===== config.mk =====
export PLATFORM = sky130hd
export DESIGN_NAME = wb_report_queue_flat
export DESIGN_NICKNAME = d
export VERILOG_FILES = /design/src/rtl/wb_report_queue_if.sv /design/src/rtl/wb_report_queue.sv /design/src/flat_wrapper.sv
export SDC_FILE = /design/constraint.sdc
export NUM_CORES = 1
export LEC_CHECK = 0
export CAP_MARGIN = 10
export CELL_PAD_IN_SITES_DETAIL_PLACEMENT = 0
export CELL_PAD_IN_SITES_GLOBAL_PLACEMENT = 2
export CORE_MARGIN = 5
export CORE_UTILIZATION = 40
export CTS_CLUSTER_DIAMETER = 60
export DETAILED_ROUTE_END_ITERATION = 8
export PLACE_DENSITY = 0.83
export RECOVER_POWER = 50
export SLEW_MARGIN = 15
export SYNTH_ARGS = -nofsm -noshare
export SYNTH_HDL_FRONTEND = slang
export SYNTH_SLANG_ARGS = --single-unit

===== constraint.sdc =====
create_clock -name clock -period 5.1 [get_ports clock]
set_clock_uncertainty 0.1 [all_clocks]
set_input_delay 1.02 -clock clock [delete_from_list [all_inputs] [get_ports clock]]
set_output_delay 1.02 -clock clock [all_outputs]
set_load 0.02 [all_outputs]

===== src/rtl/wb_report_queue_if.sv =====
// wb_report_queue_if
// Bundles the writeback snoop inputs, the peripheral-side valid/ready report
// stream and the occupancy status of wb_report_queue.
//   slave  : used by the queue (consumes writeback, produces reports/status)
//   master : used by the environment driving writeback and consuming reports
// Signals:
//   write, write_reg[4:0], write_data   writeback snoop
//   to_peripheral[1:0], to_peripheral_reg[4:0], to_peripheral_data,
//   to_peripheral_valid, to_peripheral_ready     head-of-queue report stream
//   count, full                         occupancy status
//   dropped_count[15:0]                 only when WB_REPORT_LOSS_EN is defined
//   report                              simulation statistics dump trigger
interface wb_report_queue_if #(
  parameter int DATA_WIDTH = 32,
  parameter int DEPTH      = 4
);
  localparam int CW = $clog2(DEPTH) + 1;

  logic                  write;
  logic [4:0]            write_reg;
  logic [DATA_WIDTH-1:0] write_data;
  logic [1:0]            to_peripheral;
  logic [4:0]            to_peripheral_reg;
  logic [DATA_WIDTH-1:0] to_peripheral_data;
  logic                  to_peripheral_valid;
  logic                  to_peripheral_ready;
  logic [CW-1:0]         count;
  logic                  full;
  logic                  report;
`ifdef WB_REPORT_LOSS_EN
  logic [15:0]           dropped_count;
`endif

  modport slave (
    input  write, write_reg, write_data, to_peripheral_ready, report,
    output to_peripheral, to_peripheral_reg, to_peripheral_data,
           to_peripheral_valid, count, full
`ifdef WB_REPORT_LOSS_EN
    , output dropped_count
`endif
  );

  modport master (
    output write, write_reg, write_data, to_peripheral_ready, report,
    input  to_peripheral, to_peripheral_reg, to_peripheral_data,
           to_peripheral_valid, count, full
`ifdef WB_REPORT_LOSS_EN
    , input dropped_count
`endif
  );
endinterface


===== src/rtl/wb_report_queue.sv =====
// wb_report_queue
// Snoops the writeback port of one core, keeps writes whose destination is
// selected by REG_MASK (never x0), and queues them in a DEPTH-entry show-ahead
// FIFO drained over a valid/ready handshake. Backpressure never stalls the
// core: a write arriving at a full FIFO that is not popping the same cycle
// is dropped.
// Ports:
//   clock  rising-edge clock
//   reset  synchronous, active-high; flushes the queue
//   bus    wb_report_queue_if.slave (writeback snoop, report stream, status)
// Optional feature macro WB_REPORT_LOSS_EN: adds a saturating 16-bit
// dropped_count and marks the first report after any loss with code 2'b01.
// Without it, drops are silent and every report carries code 2'b00.
module wb_report_queue #(
  parameter int          CORE       = 0,
  parameter int          DATA_WIDTH = 32,
  parameter int          DEPTH      = 4,
  parameter logic [31:0] REG_MASK   = 32'h03FC0200
) (
  input logic              clock,
  input logic              reset,
  wb_report_queue_if.slave bus
);
  localparam int            PW         = $clog2(DEPTH);
  localparam int            CW         = PW + 1;
  localparam logic [CW-1:0] FULL_COUNT = CW'(DEPTH);

  logic [PW-1:0]         wr_ptr;
  logic [PW-1:0]         rd_ptr;
  logic [CW-1:0]         occ;
  logic [1:0]            code_mem [DEPTH];
  logic [4:0]            reg_mem  [DEPTH];
  logic [DATA_WIDTH-1:0] data_mem [DEPTH];
  logic                  match;
  logic                  has_head;
  logic                  is_full;
  logic                  pop;
  logic                  push;
  logic                  drop;
  logic [1:0]            push_code;

  always_comb begin
    match    = bus.write && (bus.write_reg != 5'd0) && REG_MASK[bus.write_reg];
    has_head = (occ != '0);
    is_full  = (occ == FULL_COUNT);
    pop      = has_head && bus.to_peripheral_ready;
    // A full queue still accepts when its head leaves in the same cycle.
    push     = match && (!is_full || pop);
    drop     = match && is_full && !pop;
  end

  // Control state: pointers and occupancy
  always_ff @(posedge clock) begin
    if (reset) begin
      wr_ptr <= '0;
      rd_ptr <= '0;
      occ    <= '0;
    end else begin
      if (push) wr_ptr <= wr_ptr + PW'(1);
      if (pop)  rd_ptr <= rd_ptr + PW'(1);
      if (push && !pop)      occ <= occ + CW'(1);
      else if (pop && !push) occ <= occ - CW'(1);
    end
  end

  // Entry storage: data path only, no reset
  always_ff @(posedge clock) begin
    if (push) begin
      code_mem[wr_ptr] <= push_code;
      reg_mem[wr_ptr]  <= bus.write_reg;
      data_mem[wr_ptr] <= bus.write_data;
    end
  end

  // Head fields are forced to zero while empty so the outputs read 0 after
  // reset without having to clear the storage array.
  assign bus.to_peripheral_valid = has_head;
  assign bus.to_peripheral       = has_head ? code_mem[rd_ptr] : 2'b00;
  assign bus.to_peripheral_reg   = has_head ? reg_mem[rd_ptr]  : 5'd0;
  assign bus.to_peripheral_data  = has_head ? data_mem[rd_ptr] : '0;
  assign bus.count               = occ;
  assign bus.full                = is_full;

`ifdef WB_REPORT_LOSS_EN
  function automatic logic [15:0] sat_inc16(input logic [15:0] v);
    return (v == 16'hFFFF) ? v : v + 16'd1;
  endfunction

  logic        loss;
  logic [15:0] drops;

  // Loss tracking: a drop and a push are mutually exclusive in one cycle.
  always_ff @(posedge clock) begin
    if (reset) begin
      loss  <= 1'b0;
      drops <= 16'd0;
    end else if (drop) begin
      loss  <= 1'b1;
      drops <= sat_inc16(drops);
    end else if (push) begin
      loss  <= 1'b0;
    end
  end

  assign push_code         = loss ? 2'b01 : 2'b00;
  assign bus.dropped_count = drops;
`else
  assign push_code = 2'b00;
`endif

`ifndef SYNTHESIS
  logic [31:0] stat_push;
  logic [31:0] stat_pop;
  logic [31:0] stat_drop;

  always_ff @(posedge clock) begin
    if (reset) begin
      stat_push <= 32'd0;
      stat_pop  <= 32'd0;
      stat_drop <= 32'd0;
    end else begin
      if (push) begin
        stat_push <= stat_push + 32'd1;
        $display(" Core [%d] Register [%d] Value = %d", CORE, bus.write_reg, bus.write_data);
      end
      if (pop)  stat_pop  <= stat_pop + 32'd1;
      if (drop) stat_drop <= stat_drop + 32'd1;
    end
    if (bus.report)
      $display(" Core [%0d] pushes = %0d pops = %0d drops = %0d", CORE, stat_push, stat_pop, stat_drop);
  end
`endif
endmodule


===== src/flat_wrapper.sv =====
// flat-port wrapper written by rule: the top's interface ports become plain ports
module wb_report_queue_flat 
#(
  parameter int          CORE       = 0,
  parameter int          DATA_WIDTH = 32,
  parameter int          DEPTH      = 4,
  parameter logic [31:0] REG_MASK   = 32'h03FC0200
)
  (clock, reset, bus_write, bus_write_reg, bus_write_data, bus_to_peripheral_ready, bus_report, bus_to_peripheral, bus_to_peripheral_reg, bus_to_peripheral_data, bus_to_peripheral_valid, bus_count, bus_full);
  wb_report_queue_if #(.DATA_WIDTH(DATA_WIDTH), .DEPTH(DEPTH)) bus_i ();
  input logic clock;
  input logic reset;
  input wire logic [$bits(bus_i.write)-1:0] bus_write;
  input wire logic [$bits(bus_i.write_reg)-1:0] bus_write_reg;
  input wire logic [$bits(bus_i.write_data)-1:0] bus_write_data;
  input wire logic [$bits(bus_i.to_peripheral_ready)-1:0] bus_to_peripheral_ready;
  input wire logic [$bits(bus_i.report)-1:0] bus_report;
  output wire logic [$bits(bus_i.to_peripheral)-1:0] bus_to_peripheral;
  output wire logic [$bits(bus_i.to_peripheral_reg)-1:0] bus_to_peripheral_reg;
  output wire logic [$bits(bus_i.to_peripheral_data)-1:0] bus_to_peripheral_data;
  output wire logic [$bits(bus_i.to_peripheral_valid)-1:0] bus_to_peripheral_valid;
  output wire logic [$bits(bus_i.count)-1:0] bus_count;
  output wire logic [$bits(bus_i.full)-1:0] bus_full;
  assign bus_i.write = bus_write;
  assign bus_i.write_reg = bus_write_reg;
  assign bus_i.write_data = bus_write_data;
  assign bus_i.to_peripheral_ready = bus_to_peripheral_ready;
  assign bus_i.report = bus_report;
  assign bus_to_peripheral = bus_i.to_peripheral;
  assign bus_to_peripheral_reg = bus_i.to_peripheral_reg;
  assign bus_to_peripheral_data = bus_i.to_peripheral_data;
  assign bus_to_peripheral_valid = bus_i.to_peripheral_valid;
  assign bus_count = bus_i.count;
  assign bus_full = bus_i.full;
  wb_report_queue #(.CORE(CORE), .DATA_WIDTH(DATA_WIDTH), .DEPTH(DEPTH), .REG_MASK(REG_MASK)) u_core (.clock(clock), .reset(reset), .bus(bus_i));
endmodule

# Word level (Yosys, flattened, before mapping)
# Memories as Yosys holds them, arrays and structs flattened. A register that Yosys moved wholly into a read port is not among the register bits.
# Index checks and enable logic that the tools add are counted.
# Widths: inputs -> output; s select.
[word_totals] inputBits=42 latch_bits=0 output_inout_bits=44 mem_bits_rw=148 n_memories=3 elab_cells=37 ff_bits=7 mem_bits_ro=32
[mem_list] memory="u_core.data_mem" words=4 width=32 rd=1 rd_ports_with_merged_regs=1 write_ports=1 line_no="wb_report_queue.sv:33" rtl="logic [DATA_WIDTH-1:0] data_mem [DEPTH];"
[mem_list] memory="(no name shown)" words=32 width=1 rd=1 rd_ports_with_merged_regs=0 write_ports=0 line_no="wb_report_queue.sv:43" rtl="match = bus.write && (bus.write_reg != 5'd0) && REG_MASK[bus.write_reg];"
[mem_list] memory="u_core.reg_mem" words=4 width=5 rd=1 rd_ports_with_merged_regs=1 write_ports=1 line_no="wb_report_queue.sv:32" rtl="logic [4:0] reg_mem [DEPTH];"
[op_classes] div=0 mux=12 n_reduce_logical=13 n_mul=0 bitwise=0 n_addsub=4 n_eq_ne=1 n_shift=0 magnitude_cmp=1
[ops] operator="$mux 32" count=1
[ops] operator="$mux 2" count=5
[ops] operator="$logic_and 1x1->1" count=6
[ops] operator="$lt 5x6->1 const B" count=1
[ops] operator="$mux 3" count=2
[ops] operator="$mux 5" count=1
[ops] operator="$reduce_bool 5->1" count=1
[ops] operator="$add 2x1->2 const B" count=2
[ops] operator="$add 3x1->3 const B" count=1
[ops] operator="$eq 3x3->1 const B" count=1
[ops] operator="$logic_not 1->1" count=3
[ops] operator="$mux 1" count=3
[ops] operator="$reduce_bool 3->1" count=1
[ops] operator="$sub 3x1->3 const B" count=1
[ops] operator="$reduce_bool 2->1" count=1
[ops] operator="$logic_or 1x1->1" count=1

# Longest topological paths before layout
[logic_depth] depth_word=8 ltp_mapped=9 ltp_nobuf=9

# Worst setup path before layout
# No wires, ideal clock.
[synth_timing] kind="input port to flip-flop" startpoint="input port bus_write_reg[1]" endpoint="register u_core.occ[2], in the netlist u_core.bus.count[2]" path_buffers=0 path_slack_ns=2.044 t_arrival_ns=2.886 stages=9 setup_ns=0.070 required_ns=4.930 cell_sequence="o21ai_0 -> a31oi_2 -> a211oi_4 -> ha_1 -> inv_1 -> fa_1 -> xor2_1 -> or3_1 -> a21oi_1"
[synth_between] elab_chain_len=7 word_cells_on_any_way=11 classes_between="mux: 2; reduce/logical: 8; memory: 1"
[synth_lines] element="start, declared" line_no="flat_wrapper.sv:14" rtl="input wire logic [$bits(bus_i.write_reg)-1:0] bus_write_reg;"
[synth_lines] element="$mem_v2 32x1 or $reduce_bool 5->1 (tied branches)"
[synth_lines] element="$mux 1 (not written as such) or $logic_and 1x1->1 (tied branches)" line_no="wb_report_queue.sv:43"
[synth_lines] element="$logic_and 1x1->1 *" line_no="wb_report_queue.sv:43"
[synth_lines] element="$logic_and 1x1->1 *" line_no="wb_report_queue.sv:48" rtl="push = match && (!is_full || pop);"
[synth_lines] element="named net u_core.push" line_no="wb_report_queue.sv:38" rtl="logic push;"
[synth_lines] element="$logic_not 1->1" line_no="wb_report_queue.sv:62" rtl="else if (pop && !push) occ <= occ - CW'(1);"
[synth_lines] element="$logic_and 1x1->1" line_no="wb_report_queue.sv:62"
[synth_lines] element="$reduce_bool 2->1 (no line)"
[synth_lines] element="end signal, assigned" line_no="wb_report_queue.sv:61" rtl="if (push && !pop) occ <= occ + CW'(1);"
[synth_lines] element="end signal, assigned" line_no="wb_report_queue.sv:62"
[synth_lines] element="end, declared" line_no="wb_report_queue.sv:30" rtl="logic [CW-1:0] occ;"
# The timed path passes the listed nets; every way through them passes the cells marked *. The select of a mux whose other input is x is not followed.
# A chain may end at the register's enable or synchronous reset.

# Worst setup path after layout
[layout_timing] startpoint="input port bus_write_reg[2]" endpoint="register u_core.occ[2], in the netlist u_core.bus.count[2]"
# Same word-level chain as after synthesis.

==> results.sh <==
export IMPL_status="completed"
export IMPL_synth_edff_count=148
export IMPL_grt_overflow_total=0
export IMPL_synth_seq_cells=157
export IMPL_area_growth_pct=25.2
export IMPL_hp_start="u_core.bus.count[2]"
export IMPL_crit_reg2reg_launch="u_core.bus.count[0]"
export IMPL_wl_met3_um=518
export IMPL_cp_end_kind="flop"
export IMPL_synth_top_family_by_area="multiplexers"
export IMPL_grt_pass1_wl_um=17200
export IMPL_tightest_slew_ns=1.04
export IMPL_top_layer="met4"
export IMPL_path_buf_inv=2
export IMPL_viasPerCell=4.98
export IMPL_dieWidth_um=134
export IMPL_yosysSeqAreaShare_pct=75.3
export IMPL_gp_congestion=0.697
export IMPL_worstPathRequired_ns=5.34
export IMPL_max_stage_delay_ns=0.73
export IMPL_synth_async_sr_flop_share_pct=0
export IMPL_diodes=0
export IMPL_cts_root_buffer="clkbuf_16"
export IMPL_fin_crit_ns=3.88
export IMPL_io_buffer_count=82
export IMPL_yosysWarnings=0
export IMPL_wl_per_cell_um=18.4
export IMPL_nets=430
export IMPL_synth_compound_area_share_pct=0.775
export IMPL_hold_end="u_core.bus.count[2]"
export IMPL_max_freq_mhz=258
export IMPL_worstSetupPathType="primary input to flop"
export IMPL_cts_setup_buffers=0
export IMPL_drc_errors=0
export IMPL_crit_path_top_delay_cell="a211oi_1"
export IMPL_crit_path_start_kind="primary input"
export IMPL_numCtsBuffers=17
export IMPL_synth_simple_gate_area_share_pct=5.85
export IMPL_cts_tree="yes"
export IMPL_ir_worst_vdd_uv=261
export IMPL_die_y_um=134
export IMPL_netlist_instances=290
export IMPL_crit_fanout=7
export IMPL_drv_cap=0
export IMPL_stdcell_area_mm2=0.00769
export IMPL_antenna_found_initial=0
export IMPL_power_density_mw_per_mm2=531
export IMPL_slew_headroom_pct=30.5
export IMPL_synthFlopType="edfxtp_1"
export IMPL_dieArea_mm2=0.0179
export IMPL_grt_max_degree=41
export IMPL_rsz0062_at_grt="no"
export IMPL_coreArea_mm2=0.0151
export IMPL_holdPathStages=2
export IMPL_synth_cell_types=28
export IMPL_path_clk_slew_ns=0.06
export IMPL_r2r_slack_ns=2.26
export IMPL_worst_path_stages=10
export IMPL_leakage_uw=0.00249
export IMPL_cts_resized_gates=0
export IMPL_p_total_uw=4080
export IMPL_start_util_pct=40.5
export IMPL_pin_count=86
export IMPL_fill_cells=1246
export IMPL_hp_class="flop to flop"
export IMPL_worstPathArrival_ns=4.12
export IMPL_finalSetupViolCount=0
export IMPL_report_final_slew_viol_count=0
export IMPL_routed_via_count=2905
export IMPL_path_cells="dlygate4sd3_1 > and4bb_1 > a31oi_2 > a211oi_1 > ha_1 > inv_1 > fa_1 > xor2_1 > or3_1 > a21oi_1"
export IMPL_cts_sinks=157
export IMPL_synthAdderAreaFrac_pct=1.35
export IMPL_yosys_area_share_xor_xnor_pct=0.571
export IMPL_drt_iter0_drc=198
export IMPL_rows=45
export IMPL_dp_hpwl_um=6310
export IMPL_wl_met2_um=5510
export IMPL_hold_viol_final=0
export IMPL_first_global_vias=3187
export IMPL_place_area_mm2=0.00714
export IMPL_track_usage_pct=12.9
export IMPL_period_share_pct=76.1
export IMPL_timing_rr_end="u_core.bus.count[2]"
export IMPL_r2r_cells=8
export IMPL_netlist_area_mm2=0.00614
export IMPL_syn_area_per_cell_um2=21.2
export IMPL_synthMuxAreaShare_pct=14.1
export IMPL_first_pass_iters=4
export IMPL_insertion_delay_ns=0.41
export IMPL_hold_buffers=0
export IMPL_htreeDepth=4
export IMPL_setup_tns_ns=0
export IMPL_critical_path_top_delay_family="compound AO/OA/AOI/OAI gates"
export IMPL_routed_wl_um=10700
export IMPL_wl_met1_um=4530
export IMPL_drive_above_1_share_pct=20.0
export IMPL_clockBufferDepth=2
export IMPL_drtAntennaViolNets=0
## Yosys cell counts (3+ instances only)
cell	instances	area, um^2
mux4_2	37	833
buf_2	3	15.0
dfxtp_1	9	180
ha_1	5	62.6
edfxtp_1	148	4440
clkbuf_1	5	18.8
and2_1	37	231
inv_1	5	18.8
nor2_1	7	26.3
xor2_1	4	35.0
or3_1	3	18.8
and2_2	4	30.0
buf_6	4	45.0
## per-stage QoR
step / hold slack (ns) / util [%] / setup WS, ns / cells
global placement: 0.400 / 47.2 / 1.29 / 551
finish: 0.411 / 50.8 / 1.22 / 583
floorplan: 0.382 / - / 2.04 / 291
CTS: 0.422 / 50.8 / 1.27 / 583
detailed placement: 0.414 / 47.2 / 1.22 / 551
global route: 0.432 / 50.8 / 0.964 / 583
## logic make-up (layout without fill, tap and decap cells)
family | after synthesis | in the layout
DFF | 157 | 157
and+or+nand+nor | 57 | 57
muxes | 40 | 40
buffers and inverters | 20 | 124
adders and majority gates | 6 | 6
AOI/OAI and AO/OA | 5 | 5
xor gates and xnor gates | 4 | 4
other | 1 | 2
## flip-flops by register name, indices dropped and copies added, names as in the netlist, named ones only
register / count
u_core.reg_mem: 20
u_core.data_mem: 128
u_core.bus.count: 3
u_core.rd_ptr: 2
u_core.wr_ptr: 2
## worst reg2reg max path, delay by kind of cell (launching register included)
kind            cells  cell delay, ns
compound gates      2            0.88
xor+xnor            1            0.18
fa+ha+maj           2            0.69
buf+inv             1            0.06
flops               1            0.47
simple gates        2            0.39
## placed cells by master, fill, tap and decap left out, types with 2 or more instances in the layout
cell	synthesis	routed
dfxtp_1	9	7
and2_1	37	37
clkbuf_1	5	2
xor2_1	4	4
clkdlybuf4s50_1	0	41
clkinvlp_4	0	2
edfxtp_1	148	148
clkinv_2	0	5
clkinv_4	0	2
clkinv_1	0	2
inv_1	5	5
dlygate4sd3_1	0	41
mux4_2	37	37
o21ai_0	2	2
mux2i_1	2	2
nand2b_1	2	2
clkbuf_16	0	17
bufinv_16	0	2
or3_1	3	3
conb_1	1	2
nor2_1	7	7
buf_4	2	5
and2_2	4	4
ha_1	5	5
## layout make-up
type                       instances  area (um^2)  share of cell area, %
clock buffer                      19          433                   5.63
clock inverter                    13          125                   1.63
inverter                           5         18.8                  0.244
multi-input combinational        114         1390                   18.1
sequential                       157         4630                   60.2
tap                              188          235                   3.06
timing repair buffer              87          858                   11.2
## per-layer routing
layer	GRT usage, %	vias to the layer above
met5	0	-
met2	21.6	66
met4	4.63	0
met3	4.50	11
li1	-	1333
met1	15.6	1495
## worst max path at each step
stage	from	to	slack (ns)
CTS	flop	bus_to_peripheral_data[3]	1.27
floorplan	bus_write_reg[1]	u_core.bus.count[2]	2.04
global route	bus_write_reg[2]	u_core.data_mem[0][16]	0.96
finish	bus_write_reg[2]	u_core.bus.count[2]	1.22
detailed placement	bus_write_reg[2]	u_core.data_mem[0][17]	1.22
global placement	bus_write_reg[2]	u_core.data_mem[0][15]	1.29
## power by group
group	switching, uW	internal (uW)	total, uW
Sequential	132	1470	1600
Combinational	613	705	1320
Clock	455	712	1170
Note: power is estimated with default switching activity, not from simulation.
